[src/rtl/pipe_ctrl_pkg.sv]
// Shared constants and types for the pipeline hazard controller.
// Holds stage bit indices, the hold/flush vectors per hazard class and the
// fetch-shadow state encoding.
package pipe_ctrl_pkg;

  localparam int unsigned NSTAGE = 5;

  // Stage bit positions in the hold/flush vectors
  localparam int unsigned HOLD_PC    = 0;
  localparam int unsigned HOLD_IF_ID = 1;
  localparam int unsigned HOLD_ID_EX = 2;
  localparam int unsigned HOLD_EX_MM = 3;
  localparam int unsigned HOLD_WB    = 4;

  localparam logic [NSTAGE-1:0] HOLD_NONE  = 5'b00000;
  localparam logic [NSTAGE-1:0] HOLD_MEM   = 5'b01111;
  localparam logic [NSTAGE-1:0] HOLD_EX    = 5'b00111;
  localparam logic [NSTAGE-1:0] HOLD_LD    = 5'b00011;

  localparam logic [NSTAGE-1:0] FLUSH_NONE = 5'b00000;
  localparam logic [NSTAGE-1:0] FLUSH_MEM  = 5'b10000;
  localparam logic [NSTAGE-1:0] FLUSH_EX   = 5'b01000;
  localparam logic [NSTAGE-1:0] FLUSH_JMP  = 5'b00110;
  localparam logic [NSTAGE-1:0] FLUSH_LD   = 5'b00100;
  localparam logic [NSTAGE-1:0] FLUSH_SHD  = 5'b00010;

  typedef enum logic {
    ST_RUN    = 1'b0,
    ST_FLUSH2 = 1'b1
  } state_e;

  // Per-cycle control decision towards the stage registers
  typedef struct packed {
    logic [NSTAGE-1:0] hold;
    logic [NSTAGE-1:0] flush;
    logic              jump;
  } ctrl_t;

endpackage

[src/rtl/pipe_ctrl.sv]
// pipe_ctrl: pipeline hazard controller for the five-stage core.
// Ports:
//   clk, rstn          core clock, asynchronous active-low reset
//   id_ld_hazard_i     load-use hazard in id
//   ex_busy_i          multi-cycle ex op in progress (level)
//   ex_jump_i          taken branch/jump resolved in ex
//   ex_jump_addr_i     jump target
//   mem_busy_i         data memory not ready (level)
//   hold_en_o          per-stage freeze {wb, ex_mem, id_ex, if_id, pc}
//   flush_o            per-stage NOP load, same mapping
//   jump_flag_o        pc load strobe
//   jump_addr_o        pc load value
//   stall_cnt_o        held-cycle count     (PIPE_CTRL_PERF_EN only)
//   flush_cnt_o        jump/flush count     (PIPE_CTRL_PERF_EN only)
// Outputs are combinational so the stage registers react in the same cycle.
// Optional feature macro: PIPE_CTRL_PERF_EN adds the two perf counters.
module pipe_ctrl
  import pipe_ctrl_pkg::*;
#(
  parameter int unsigned AW = 32
) (
  input  logic              clk,
  input  logic              rstn,
  input  logic              id_ld_hazard_i,
  input  logic              ex_busy_i,
  input  logic              ex_jump_i,
  input  logic [AW-1:0]     ex_jump_addr_i,
  input  logic              mem_busy_i,
  output logic [NSTAGE-1:0] hold_en_o,
  output logic [NSTAGE-1:0] flush_o,
  output logic              jump_flag_o,
  output logic [AW-1:0]     jump_addr_o
`ifdef PIPE_CTRL_PERF_EN
  ,
  output logic [31:0]       stall_cnt_o,
  output logic [31:0]       flush_cnt_o
`endif
);

  state_e        state_q, state_d;
  ctrl_t         ctrl;
  logic [AW-1:0] jaddr;

  // Priority encoder: mem > ex > jump > load-use > fetch shadow
  always_comb begin
    ctrl    = '{hold: HOLD_NONE, flush: FLUSH_NONE, jump: 1'b0};
    jaddr   = '0;
    state_d = state_q;
    if (mem_busy_i) begin
      ctrl.hold  = HOLD_MEM;
      ctrl.flush = FLUSH_MEM;
    end else if (ex_busy_i) begin
      ctrl.hold  = HOLD_EX;
      ctrl.flush = FLUSH_EX;
    end else if (ex_jump_i) begin
      // A jump seen in FLUSH2 restarts the two-cycle shadow
      ctrl.flush = FLUSH_JMP;
      ctrl.jump  = 1'b1;
      jaddr      = ex_jump_addr_i;
      state_d    = ST_FLUSH2;
    end else if (id_ld_hazard_i) begin
      ctrl.hold  = HOLD_LD;
      ctrl.flush = FLUSH_LD;
      state_d    = ST_RUN;
    end else begin
      if (state_q == ST_FLUSH2) begin
        ctrl.flush = FLUSH_SHD;
      end
      state_d = ST_RUN;
    end
  end

  // Outputs forced quiet while reset is asserted
  assign hold_en_o   = rstn ? ctrl.hold  : HOLD_NONE;
  assign flush_o     = rstn ? ctrl.flush : FLUSH_NONE;
  assign jump_flag_o = rstn & ctrl.jump;
  assign jump_addr_o = rstn ? jaddr : '0;

  // Fetch-shadow state register
  always_ff @(posedge clk or negedge rstn) begin
    if (!rstn) begin
      state_q <= ST_RUN;
    end else begin
      state_q <= state_d;
    end
  end

`ifdef PIPE_CTRL_PERF_EN
  logic [31:0] stall_cnt_q, stall_cnt_d;
  logic [31:0] flush_cnt_q, flush_cnt_d;

  // Free-running event counters, wrapping at 2^32
  always_comb begin
    stall_cnt_d = stall_cnt_q;
    flush_cnt_d = flush_cnt_q;
    if (hold_en_o != HOLD_NONE) begin
      stall_cnt_d = stall_cnt_q + 32'd1;
    end
    if (jump_flag_o) begin
      flush_cnt_d = flush_cnt_q + 32'd1;
    end
  end

  always_ff @(posedge clk or negedge rstn) begin
    if (!rstn) begin
      stall_cnt_q <= '0;
      flush_cnt_q <= '0;
    end else begin
      stall_cnt_q <= stall_cnt_d;
      flush_cnt_q <= flush_cnt_d;
    end
  end

  assign stall_cnt_o = stall_cnt_q;
  assign flush_cnt_o = flush_cnt_q;
`endif

endmodule

[config.mk]
export PLATFORM = sky130hd
export DESIGN_NAME = pipe_ctrl
export DESIGN_NICKNAME = d
export VERILOG_FILES = /design/src/rtl/pipe_ctrl_pkg.sv /design/src/rtl/pipe_ctrl.sv
export SDC_FILE = /design/constraint.sdc
export NUM_CORES = 1
export LEC_CHECK = 0
export BUFFER_PORTS_ARGS = -buffer_cell sky130_fd_sc_hd__buf_2
export CELL_PAD_IN_SITES_DETAIL_PLACEMENT = 0
export CELL_PAD_IN_SITES_GLOBAL_PLACEMENT = 1
export CORE_MARGIN = 3
export CORE_UTILIZATION = 14
export CTS_CLUSTER_SIZE = 30
export DETAILED_ROUTE_END_ITERATION = 12
export PLACE_DENSITY_LB_ADDON = 0.1
export SLEW_MARGIN = 15
export SYNTH_ARGS = -nofsm -noshare
export SYNTH_HDL_FRONTEND = slang
export SYNTH_SLANG_ARGS = --single-unit
[constraint.sdc]
create_clock -name clk -period 1.3 [get_ports clk]
set_input_delay 0.065 -clock clk [delete_from_list [all_inputs] [get_ports clk]]
set_output_delay 0.065 -clock clk [all_outputs]
set_load 0.03 [all_outputs]
==> results.md, run 1 <==
- Area Overhead vs Synth: 94.08%
- DRT iter0 DRCs: 13
- Die Ht: 59.56 um
- Crit path from: mem_busy_i
- Critical Path Most Common Cell: buf_2
- Unique masters post-synth: 16
- Syn Inst Count: 54
- Ant. Diodes: 0
- Critical path required time: 1.24 ns
- Top reg by flops: state_q
- Fmax: 876.7 MHz
- First-pass GRT wire length: 2028 um
- Port Buf Inserts: 78
- Clock skew: 0 ns
- Outcome: complete, no violations
- Mapped Avg Cell Area: 7.438 um^2
- Post-DRT Antenna Nets: 0
- Max stage delay on crit path: 0.50 ns
- Vias per cell: 3.841
- Multi-input logic area: 316.6 um^2
- Buf/Inv on CP: 2
- Synthesis Warnings: 0
- Crit-path leading delay family: simple AND/OR/NAND/NOR gates
- Hold Path Class: input pin to flip-flop
- Routed via count: 603
- Kind of critical path: input pin to primary output
- Initial antenna violation count: 0
- Worst-path clk slew: 0 ns
- Static Leak: 0.5277 nW
- Worst hold start: ex_jump_i
- Residual DRC: 0
- Max-cap check violation count: 0
- RSZ-0062 raised after global routing: false
- Final setup viols: 0
- IO Count: 81
- Seq cells post-synth: 1
- Fillers: 305
- Post-Syn Area: 401.6 um^2
- Crit path max fanout: 32
- Seq/Total Area, Yosys: 6.231%
- Wire per inst: 9.369 um
- Fin cells: 157
- Max reg flops: 1
- Fin crit share: 87.74%
- P per Cell Area: 299.7 mW/mm^2
- Largest net degree at the start of global routing: 33
- GRT Resource Usage Total: 7.010%
- Fraction of layout cells with a size suffix above 1: 72.44%
- R2r startpoint: state_q
- Slowest cell on the critical path: and4bb_4
- Final net count: 167
- Hold Vio Cnt, Final: 0
- Cells along the critical path: buf_2 -> and4bb_4 -> and2_2 -> buf_2
- Worst path arrival time: 1.08 ns
- RD Place Congestion: 0.6541
- Die ar.: 0.003547 mm^2
- GRT overflow: 0
- Vias in the first global route: 513
- Crit path capture type: primary output
- HPWL Detailed: 1305 um
- Pre-antenna DRT Iters: 2
- Core area: 0.002590 mm^2
- Overall routed net length: 1471 um
- Rows: 18
- Fin. max-slew vios: 0
- Peak VDD IR: 0.0002393 V
- Inst Count DP: 156
- Crit path launch type: input pin
- Starting density of the core: 15.51%
- Reg area: 25.02 um^2
- Registers with the most flip-flops: state_q: 1 flops
- TNS Setup: 0 ns
- Clock Latency Late Sink: 0 ns
- Die width: 59.56 um
- Post-CTS Setup Repair Bufs: 0
- Min Tclk post-route: 1.141 ns
## cell type report
class,instances,share of cell area [%]
multi-input cells,47,40.61
repair buffers,79,51.36
flip-flops and latches,1,3.210
well taps,30,4.815
## cells in the final DEF, fill, tap and decap left out
master / count
nor3b_1: 1
and4bb_4: 1
buf_2: 78
dfrtp_1: 1
conb_1: 2
a21boi_1: 1
nor2_1: 2
nand2_1: 1
mux2_2: 1
and2_1: 20
nand2b_1: 1
nor2b_1: 2
and3_1: 1
and2_2: 12
o21a_1: 2
dlygate4sd3_1: 1
## power breakdown
| part | internal [mW] | leakage [nW] | switching (mW) | total, mW |
|---|---|---|---|---|
| Sequential | 0.0363 | 0.0117 | 0.00172 | 0.0380 |
| Clock | 0 | 0 | 0 | 0 |
| Combinational | 0.0838 | 0.516 | 0.112 | 0.196 |
| Total | 0.120 | 0.528 | 0.113 | 0.234 |
## metal layers
| layer | vias up | GRT usage [%] | wire [um] |
|---|---|---|---|
| li1 | 306 | - | - |
| met1 | 247 | 6.710 | 438 |
| met2 | 50 | 15.44 | 713 |
| met3 | 0 | 1.525 | 319 |
| met4 | 0 | 0 | 0 |
| met5 | - | 0 | 0 |
## synth_stat cells
library cell	n	area (um^2)
and4bb_4	1	16.27
dfrtp_1	1	25.02
and2_1	20	125.1
nand2_1	1	3.750
buf_6	3	33.78
nor2b_1	2	12.51
mux2_2	1	11.26
buf_4	4	30.03
and3_1	1	6.260
and2_2	12	90.09
conb_1	1	3.750
nand2b_1	1	6.260
nor2_1	2	7.510
nor3b_1	1	7.510
o21a_1	2	15.01
a21boi_0	1	7.510
## worst paths after layout
| kind | endpoint | slack [ns] | cells after the start |
|---|---|---|---|
| max | jump_addr_o[25] | 0.16 | 4 |
| min | state_q | 0.39 | 2 |
| max reg2reg | state_q | 0.57 | 1 |
| min reg2reg | state_q | 0.49 | 1 |
| max in group asynchronous | state_q | 0.74 | 2 |
| min in group asynchronous | state_q | 0.45 | 2 |
## cells by family after synthesis
family          after synthesis  synth area share, %
simple gates                 41                68.54
buf+inv                       7                15.89
compound gates                3                5.607
mux                           1                2.804
flops                         1                6.230
other cells                   1               0.9337
## what timing repair did
action / CTS / global route
hold buffers: 1 / 0
gates resized for setup: 0 / 0
setup endpoints to repair: 0 / 0
endpoints found under the hold margin: 1 / 0
## through the flow
step	area [um^2]	util [%]	setup WS, ns	hold WS, ns	power (mW)
2_1_floorplan	405.4	-	0.2391	-0.2306	0.1612
3_3_place_gp	769.5	29.71	0.1622	-0.1262	0.2330
3_5_place_dp	769.5	29.71	0.1209	-0.1235	0.2341
4_1_cts	779.5	30.10	0.1228	0.3827	0.2368
5_1_grt	779.5	30.10	0.06864	0.4069	0.2522
6_report	779.5	30.10	0.1594	0.3853	0.2336
(Power assumes the default switching activity.)
==> run 2: changes to the inputs <==
- ABC_AREA: unset -> 1
- CORE_UTILIZATION: 14 -> 13
- GPL_TIMING_DRIVEN: unset -> 0
- PLACE_DENSITY: unset -> 0.79
- PLACE_DENSITY_LB_ADDON: 0.1 -> unset
==> results.md, run 2 <==
- Outcome: complete, no violations
- Area Overhead vs Synth: 105.8%
- Crit path max fanout: 10
- Ant. Diodes: 0
- Utilization after layout: 28.56%
- Registers with the most flip-flops: state_q: 1 flops
- Max reg flops: 1
- Hold Vio Cnt, Final: 0
- Seq cells post-synth: 1
- Fin. max-slew vios: 0
- Worst path arrival time: 0.95 ns
- R2r startpoint: state_q
- Unique masters post-synth: 13
- Top reg by flops: state_q
- Synthesis Warnings: 0
- Commonest non-fill, non-tap cell in the layout: buf_2
- Wire per inst: 7.185 um
- Post-synth ARST share: 100.0%
- Crit path capture type: primary output
- IO Count: 81
- Most frequent cell after synthesis: inv_1
- Max-cap check violation count: 0
- Rows: 20
- P per Cell Area: 310.0 mW/mm^2
- Clock skew: 0 ns
- Largest net degree at the start of global routing: 11
- Post-CTS Setup Repair Bufs: 0
- Final setup viols: 0
- Fin crit share: 78.10%
- Crit path from: ex_busy_i
- GRT overflow: 0
- Pre-antenna DRT Iters: 4
- Area contributors post-synth: inv_1 30%, nor2_1 29%, buf_6 7.8%, buf_4 6.9%, nand2_1 6.1%
- Post-synth top area cell: inv_1
- # hold bufs at CTS: 1
- Most frequent cells after synthesis: 35 x inv_1, 34 x nor2_1, 7 x nand2_1
- Vias in the first global route: 625
- Static Leak: 0.7305 nW
- Crit path launch type: input pin
- First-pass GRT wire length: 2511 um
- Hold Path Class: input pin to flip-flop
- TNS Setup: 0 ns
- HPWL Detailed: 1394 um
- RSZ-0062 raised after global routing: false
- Core area: 0.003128 mm^2
- Syn Inst Count: 92
- DRT iter0 DRCs: 11
- Kind of critical path: input pin to primary output
- Worst-path clk slew: 0 ns
- Die ar.: 0.004069 mm^2
- RD Place Congestion: 0.6088
- Residual DRC: 0
- Post-DRT Antenna Nets: 0
- Post-CTS resize count: 0
- Mapped Avg Cell Area: 4.719 um^2
- Min Tclk post-route: 1.015 ns
- Vias per cell: 3.343
- Routed via count: 722
- Die Ht: 63.79 um
- Seq/Total Area, Yosys: 5.764%
- GRT Resource Usage Total: 6.926%
- Fraction of layout cells with a size suffix above 1: 50.58%
- Fillers: 349
- Worst Setup Slack, final: 0.2847 ns
- Peak VDD IR: 0.0002071 V
- Post-synth EDFFs: 0
- Initial antenna violation count: 0
- Port Buf Inserts: 78
- Most frequent cells in the layout: 78 x buf_2, 35 x inv_1, 34 x nor2_1
- Fmax: 984.9 MHz
- Overall routed net length: 1552 um
- Clock Latency Late Sink: 0 ns
- Starting density of the core: 13.88%
- Die width: 63.79 um
- Final net count: 212
- Critical path required time: 1.24 ns
- Post-Place Worst Slack: 0.2697 ns
- Post-Syn Area: 434.2 um^2
- Yosys top cell area share: 30.26%
- Prevailing post-synth register cell: dfrtp_1
- Worst hold start: ex_jump_i
-- run 2: changes by cell type after synthesis, sizes merged, moves of 2 or more --
cell   change
and2      -32
inv       +35
nand2      +6
nand3      +3
nor2      +33
nor2b      -2
o21a       -2
-- run 2: cell families after synthesis --
family	after synthesis	share of synthesized area, %
other	1	0.8637
and+or+nand+nor	46	46.11
buffers and inverters	42	44.96
DFF	1	5.763
AOI/OAI and AO/OA	2	2.303
-- run 2: per-stage QoR --
stage / area [um^2] / power (mW) / hold WS (ns) / std cells
detailed placement: 883.3 / 0.2759 / -0.1051 / 215
global placement: 883.3 / 0.2743 / -0.1050 / 215
CTS: 893.4 / 0.2791 / 0.3579 / 216
finish: 893.4 / 0.2769 / 0.3569 / 216
floorplan: 437.9 / 0.1775 / -0.2306 / 93
global route: 893.4 / 0.3004 / 0.3815 / 216
-- run 2: final timing paths --
path | end | slack [ns] | depth (start not counted)
setup / recovery | jump_addr_o[3] | 0.28 | 6
hold / removal | state_q | 0.36 | 3
setup reg to reg | state_q | 0.68 | 2
hold reg to reg | state_q | 0.50 | 2
max in group asynchronous | state_q | 0.71 | 2
min in group asynchronous | state_q | 0.49 | 2
-- run 2: critical path, stage by stage --
cell     delay, ns
buf_2         0.12
nor2_4        0.16
nand3_4       0.14
buf_6         0.17
nor2_1        0.09
buf_2         0.20
-- run 2: where the power goes --
group          internal [mW]  switching, mW  leakage [nW]
Sequential            0.0356        0.00167        0.0124
Combinational         0.0948          0.145         0.718
Clock                      0              0             0
-- run 2: final cells by class --
type                            count  area [um^2]  share of cell area, %
Multi-Input combinational cell     50        217.7                  24.37
Timing Repair Buffer               79        400.4                  44.82
Buffer                              7        63.81                  7.143
Tap cell                           44        55.05                  6.162
Sequential cell                     1        25.02                  2.801
Inverter                           35        131.4                  14.71
-- run 2: layer usage --
metal	part of all wire (%)	GRT usage [%]	vias up	routed length (um)
met5	0	0	-	0
met4	0	0	0	0
met3	14	0.8787	0	215
met2	47	14.06	49	726
met1	39	7.962	274	611
li1	-	-	399	-
